### src/rtl/conv_0_1_mac_accum.sv
// Accumulate KERNEL_SIZE signed products on top of a per-pixel bias, then round,
// shift, saturate and optionally rectify into a one-entry valid/ready output register.
module conv_0_1_mac_accum #(
    parameter int KERNEL_SIZE = 9,
    parameter int PROD_WIDTH  = 24,
    parameter int ACC_WIDTH   = 32,
    parameter int OUT_WIDTH   = 16,
    parameter int SHIFT       = 4,
    parameter int RELU        = 1
) (
    input  logic                  ap_clk,
    input  logic                  ap_rst,
    input  logic [PROD_WIDTH-1:0] prod_data,
    input  logic [PROD_WIDTH-1:0] bias_data,
    input  logic                  prod_valid,
    output logic                  prod_ready,
    output logic [OUT_WIDTH-1:0]  out_data,
    output logic                  out_valid,
    input  logic                  out_ready
);
    localparam int CNT_W = 8;
    localparam logic [CNT_W-1:0] LAST = CNT_W'(KERNEL_SIZE - 1);
    localparam logic signed [ACC_WIDTH:0] RND = (ACC_WIDTH+1)'((64'd1 << SHIFT) >> 1);
    localparam logic signed [OUT_WIDTH-1:0] QMAX = {1'b0, {(OUT_WIDTH-1){1'b1}}};
    localparam logic signed [OUT_WIDTH-1:0] QMIN = {1'b1, {(OUT_WIDTH-1){1'b0}}};

    logic [CNT_W-1:0]            cnt;
    logic signed [ACC_WIDTH-1:0] acc;
    logic signed [ACC_WIDTH-1:0] prod_ext;
    logic signed [ACC_WIDTH-1:0] bias_ext;
    logic signed [ACC_WIDTH-1:0] sum;
    logic signed [ACC_WIDTH:0]   rounded;
    logic signed [ACC_WIDTH:0]   shifted;
    logic signed [OUT_WIDTH-1:0] q;
    logic                        last;
    logic                        accept;

    assign last     = (cnt == LAST);
    assign prod_ext = ACC_WIDTH'($signed(prod_data));
    assign bias_ext = ACC_WIDTH'($signed(bias_data));
    // First product of a window starts from the bias instead of the stale accumulator.
    assign sum      = ((cnt == '0) ? bias_ext : acc) + prod_ext;

    // One extra bit keeps the rounding add from wrapping before the shift.
    assign rounded  = (ACC_WIDTH+1)'(sum) + RND;
    assign shifted  = rounded >>> SHIFT;

    always_comb begin
        q = shifted[OUT_WIDTH-1:0];
        if (shifted > (ACC_WIDTH+1)'(QMAX))
            q = QMAX;
        else if (shifted < (ACC_WIDTH+1)'(QMIN))
            q = QMIN;
        if (RELU != 0 && q[OUT_WIDTH-1])
            q = '0;
    end

    // Only the completing product waits on a held output; the rest stream freely.
    assign prod_ready = !ap_rst && !(last && out_valid && !out_ready);
    assign accept     = prod_valid && prod_ready;

    always_ff @(posedge ap_clk) begin
        if (ap_rst) begin
            cnt       <= '0;
            acc       <= '0;
            out_valid <= 1'b0;
            out_data  <= '0;
        end else begin
            if (accept) begin
                acc <= sum;
                cnt <= last ? '0 : cnt + CNT_W'(1);
            end
            if (accept && last) begin
                out_data  <= q;
                out_valid <= 1'b1;
            end else if (out_valid && out_ready) begin
                out_valid <= 1'b0;
            end
        end
    end
endmodule

### config.mk
export PLATFORM = sky130hd
export DESIGN_NAME = conv_0_1_mac_accum
export DESIGN_NICKNAME = d
export VERILOG_FILES = /design/src/rtl/conv_0_1_mac_accum.sv
export SDC_FILE = /design/constraint.sdc
export NUM_CORES = 1
export LEC_CHECK = 0
export ABC_AREA = 1
export CAP_MARGIN = 20
export CORE_ASPECT_RATIO = 0.75
export CORE_MARGIN = 2
export CORE_UTILIZATION = 40
export DETAILED_ROUTE_END_ITERATION = 10
export GPL_ROUTABILITY_DRIVEN = 0
export HOLD_SLACK_MARGIN = 0.1
export PLACE_DENSITY = 0.61
export SETUP_SLACK_MARGIN = 0.4
export SYNTH_ARGS = -nofsm -noshare
export SYNTH_HDL_FRONTEND = slang
export SYNTH_SLANG_ARGS = --single-unit
### constraint.sdc
create_clock -name ap_clk -period 8.7 [get_ports ap_clk]
set_input_delay 0.87 -clock ap_clk [delete_from_list [all_inputs] [get_ports ap_clk]]
set_output_delay 0.87 -clock ap_clk [all_outputs]
set_load 0.005 [all_outputs]
**Word level (Yosys, flattened, before mapping)**

Index checks and enable logic that the tools add are counted.

- Flip-flop bits (word level): 57
- Logic and storage cells: 28

- $lt $le $gt $ge: 2
- Reductions and logical operators: 11
- Equal/unequal tests: 1
- Muxes and demuxes: 7
- $add $sub $neg: 3

Operator list:

| operator | count |
|---|---|
| $add 32x5->33 const B | 1 |
| $add 32x24->32 | 1 |
| $mux 16 | 2 |
| $mux 32 | 1 |
| $gt 29x16->1 const B | 1 |
| $lt 29x16->1 const B | 1 |
| $mux 15 | 1 |
| $add 8x1->8 const B | 1 |
| $eq 8x4->1 const B | 1 |
| $logic_not 8->1 | 1 |
| $mux 8 | 1 |
| $logic_and 1x1->1 | 6 |
| $logic_not 1->1 | 3 |
| $mux 1 | 2 |
| $reduce_bool 2->1 | 1 |

**Depth between registers and ports, before layout**

- Depth in word-level cells: 8
- Depth in mapped cells: 35
- Depth with buffers taken out: 33

**Worst setup path after synthesis**

Ideal clock, no wire load.

- Path type: register to register
- Start point: reg cnt[0]
- End point: reg out_data[10]
- Period minus slack after synthesis: 4.121 ns
- Library setup time: 0.122 ns
- Data required time: 8.578 ns
- Path buffers: 2
- Cell stages (with the launch flop): 33
- Data arrival time: 4.000 ns
- Slack: 4.579 ns
- Cell sequence: dfxtp_1 -> inv_1 -> ha_1 -> inv_1 -> nor2_1 -> nand4_1 -> inv_1 -> clkbuf_1 -> nand2_1 -> o21ai_0 -> ha_1 -> inv_1 -> fa_1 -> inv_1 -> nand3_1 -> nand3_1 -> nand2_1 -> inv_1 -> ha_1 -> nand2_1 -> nor2_2 -> nand2_2 -> nor2_2 -> nand2_2 -> nor2_8 -> nor2_2 -> nor2_4 -> nand2_2 -> nor3_2 -> nand3_2 -> nand2_4 -> buf_12 -> a21oi_2

- Cells in the longest elaborated chain, start to end: 8
- Elaborated cells between the ends (all ways): 16
- Classes of those cells: add/sub: 2; order compare: 2; eq/ne: 1; mux: 4; reduce/logical: 7

RTL lines:

| item | RTL line | text |
|---|---|---|
| from (decl) | 27 | `logic [CNT_W-1:0] cnt;` |
| from (signal assigned) | 71 | `cnt <= last ? '0 : cnt + CNT_W'(1);` |
| $logic_not 8->1 * | 42 | `assign sum = ((cnt == '0) ? bias_ext : acc) + prod_ext;` |
| $mux 32 * | 42 |  |
| $add 32x24->32 * | 42 |  |
| via sum[4] | 31 | `logic signed [ACC_WIDTH-1:0] sum;` |
| $add 32x5->33 * | 45 | `assign rounded = (ACC_WIDTH+1)'(sum) + RND;` |
| $lt 29x16->1 | 52 | `else if (shifted < (ACC_WIDTH+1)'(QMIN))` |
| $mux 16 | 52 |  |
| $mux 16 * | 50 | `if (shifted > (ACC_WIDTH+1)'(QMAX))` |
| $mux 15 * | 54 | `if (RELU != 0 && q[OUT_WIDTH-1])` |
| to (signal assigned) | 74 | `out_data <= q;` |
| to (decl) | 17 | `output logic [OUT_WIDTH-1:0] out_data,` |

Mark *: on every way through the listed nets, which the timed path passes. The rest lies on a longest branch.
A chain may end at the register's enable or synchronous reset.

**Final worst setup path**

- Start point: reg cnt[0]
- End point: reg out_data[1]

Same word-level chain as after synthesis.

==> flow_metrics.env <==
export IMPL_status="completed"
export IMPL_clock_sinks=56
export IMPL_synth_async_reset_ratio_pct=0
export IMPL_crit_slowest_cell="dfxtp_1"
export IMPL_power_density_nw_per_um2=164.7
export IMPL_irDropWorstVdd_mv=0.1254
export IMPL_synthToLayoutAreaGrowth_pct=16.20
export IMPL_critPathKind="register to register"
export IMPL_route_detailed_drc=0
export IMPL_postSynthCellCount=1181
export IMPL_via_count=7017
export IMPL_crit_arrival_ns=5.05
export IMPL_slew_headroom_pct=49.03
export IMPL_ys_seq_elements=56
export IMPL_viasPerCell=4.846
export IMPL_layout_nets=1326
export IMPL_post_route_cells_drive_above_1_share_pct=8.805
export IMPL_post_route_util_pct=47.14
export IMPL_path_clk_slew_ns=0.08
export IMPL_seq_area_frac_synth_pct=17.36
export IMPL_critPathLaunch="cnt[0]"
export IMPL_grt_pass1_wl_um=32130
export IMPL_grt_use_total_pct=23.72
export IMPL_hold_violations=0
export IMPL_drv_cap=0
export IMPL_synth_nets=1270
export IMPL_clk_latency_ns=0.30
export IMPL_start_util_pct=40.57
export IMPL_diodes=0
export IMPL_tightest_slew_ns=0.7637
export IMPL_cts_setup_buffers=0
export IMPL_setup_viol=0
export IMPL_worstSetupEndpointType="register"
export IMPL_wirelength_um=20130
export IMPL_r2r_end="out_data[1]"
export IMPL_avgSynthCellArea_um2=5.467
export IMPL_portBuffers=68
export IMPL_netlist_area_um2=6456
export IMPL_drt_iter0_markers=572
export IMPL_htreeDepth=2
export IMPL_r2r_cells=31
export IMPL_coreArea_um2=15920
export IMPL_final_period_utilization_pct=55.95
export IMPL_worst_setup_path_start_kind="register"
export IMPL_first_global_vias=6431
export IMPL_hold_buffers=0
export IMPL_cts_tree="yes"
export IMPL_dpl_hpwl_um=16690
export IMPL_cts_root_buf="clkbuf_16"
export IMPL_wl_per_cell_um=13.90
export IMPL_die_w_um=150.7
export IMPL_finalMaxSlewViolations=0
export IMPL_drtAntennaViolNets=0
export IMPL_setup_tns_ns=0
export IMPL_cts_buffers_inserted=5
export IMPL_fmax_mhz=205.4
export IMPL_dieHeight_um=114.0
export IMPL_cp_max_fo=31
export IMPL_yosys_warnings=0
export IMPL_critical_path_required_ns=8.89
export IMPL_clk_path_buf_depth=2
export IMPL_leakage_nw=4.044
export IMPL_grt_setup_unrepaired="false"
export IMPL_io_pins=70
export IMPL_worstReg2RegStart="cnt[0]"
export IMPL_post_cts_resized=0
export IMPL_synthFlopType="dfxtp_1"
export IMPL_design_die_area_um2=17180
export IMPL_hold_class="register to register"
export IMPL_synth_cell_types=41
export IMPL_finalClockSkew_ns=0.009010
export IMPL_crit_end="out_data[1]"
export IMPL_cp_common_cell="inv_1"
export IMPL_rows=40
export IMPL_r2r_slack_ns=3.83
export IMPL_crit_path_max_incr_delay_ns=0.39
export IMPL_antenna_found_initial=0
export IMPL_min_period_ns=4.868
export IMPL_synth_edff_count=0
export IMPL_grt_max_degree=68
export IMPL_drt_pass1_iter_count=7
export IMPL_grt_overflow_total=0
==> synthesized netlist by cell type, types with 2 or more instances <==
cell type / count / area [µm²]
o21bai_1: 2 / 15.01
nand3b_1: 2 / 15.01
nand4_1: 19 / 118.9
a21oi_1: 27 / 135.1
nor4_1: 2 / 12.51
inv_2: 8 / 30.03
nand3_1: 91 / 455.4
and2_1: 4 / 25.02
nor2_1: 100 / 375.4
buf_1: 2 / 7.510
nand2_4: 3 / 33.78
nor3_1: 6 / 30.03
ha_1: 36 / 450.4
nor2_4: 4 / 45.04
clkbuf_1: 17 / 63.81
nand3_2: 12 / 120.1
nand2_2: 37 / 231.5
o21ai_0: 71 / 355.3
a21oi_2: 13 / 113.9
inv_1: 195 / 732.0
nand2_1: 432 / 1622
xor2_1: 10 / 87.58
dfxtp_1: 56 / 1121
nor2_2: 15 / 93.84
==> final cells by class <==
type                            count  area, µm²
Multi-Input combinational cell    898       4457
Inverter                          204      765.7
Clock inverter                      3      27.53
Timing Repair Buffer               72      743.2
Clock buffer                        5      125.1
Tap cell                          210      262.8
Fill cell                        1783       8413
Sequential cell                    56       1121
==> worst max-delay path, delay by kind of cell (launching register included) <==
kind / cells / cell delay (ns)
compound gates: 2 / 0.27
simple gates: 17 / 2.00
buf+inv: 8 / 1.05
flops: 1 / 0.39
fa+ha+maj: 4 / 1.04
==> state kept, by name, summed over array words and instances (netlist names) <==
| name | count |
|---|---|
| out_data | 15 |
| cnt | 8 |
| out_valid | 1 |
| acc | 32 |
==> worst min-delay path by stage <==
stage	start	end	slack (ns)	depth (start not counted)
3_5_place_dp	cnt[7]	cnt[7]	0.44	1
6_report	cnt[7]	cnt[7]	0.45	1
4_1_cts	cnt[7]	cnt[7]	0.46	1
3_3_place_gp	cnt[7]	cnt[7]	0.43	1
5_1_grt	cnt[7]	cnt[7]	0.49	1
2_1_floorplan	cnt[7]	cnt[7]	0.42	1
==> cell usage in the layout, fill, tap and decap left out, types with 27 or more instances in the layout <==
master / synthesis / final
nand2_1: 432 / 431
inv_1: 195 / 195
nor2_1: 100 / 100
nand3_1: 91 / 91
o21ai_0: 71 / 71
clkdlybuf4s50_1: 0 / 68
dfxtp_1: 56 / 56
nand2_2: 37 / 38
ha_1: 36 / 36
a21oi_1: 27 / 27
==> per-stage QoR <==
step	hold WS [ns]	setup WS (ns)	total power [W]	instance area, µm²	instances
2_1_floorplan	0.4224	4.579	0.0008269	6456	1181
4_1_cts	0.4566	3.494	0.001231	7455	1446
3_3_place_gp	0.4350	3.642	0.001012	7302	1438
6_report	0.4526	3.832	0.001235	7502	1448
5_1_grt	0.4877	3.404	0.001346	7502	1448
3_5_place_dp	0.4438	3.525	0.001016	7302	1438
==> report_power, final <==
group,internal (W),switching [W]
Combinational,0.000230,0.000498
Clock,0.000110,0.000103
Sequential,0.000282,0.0000131
==> metal layers <==
layer	global-route usage, %	vias up	share of wire [%]
met1	34.52	3046	50
met2	37.85	182	43
met4	4.922	0	1.7
met5	0	-	0
met3	2.680	21	5.8
li1	-	3768	-
==> cells by family after synthesis <==
kind of cell | count (synthesis) | share of synthesized area [%]
other | 1 | 0.05808
buffers and inverters | 227 | 13.64
DFF | 56 | 17.36
AOI/OAI and AO/OA | 116 | 9.903
and+or+nand+nor | 732 | 50.00
adders and majority gates | 37 | 7.287
xor gates and xnor gates | 12 | 1.744
Note: power is estimated with default switching activity, not from simulation.
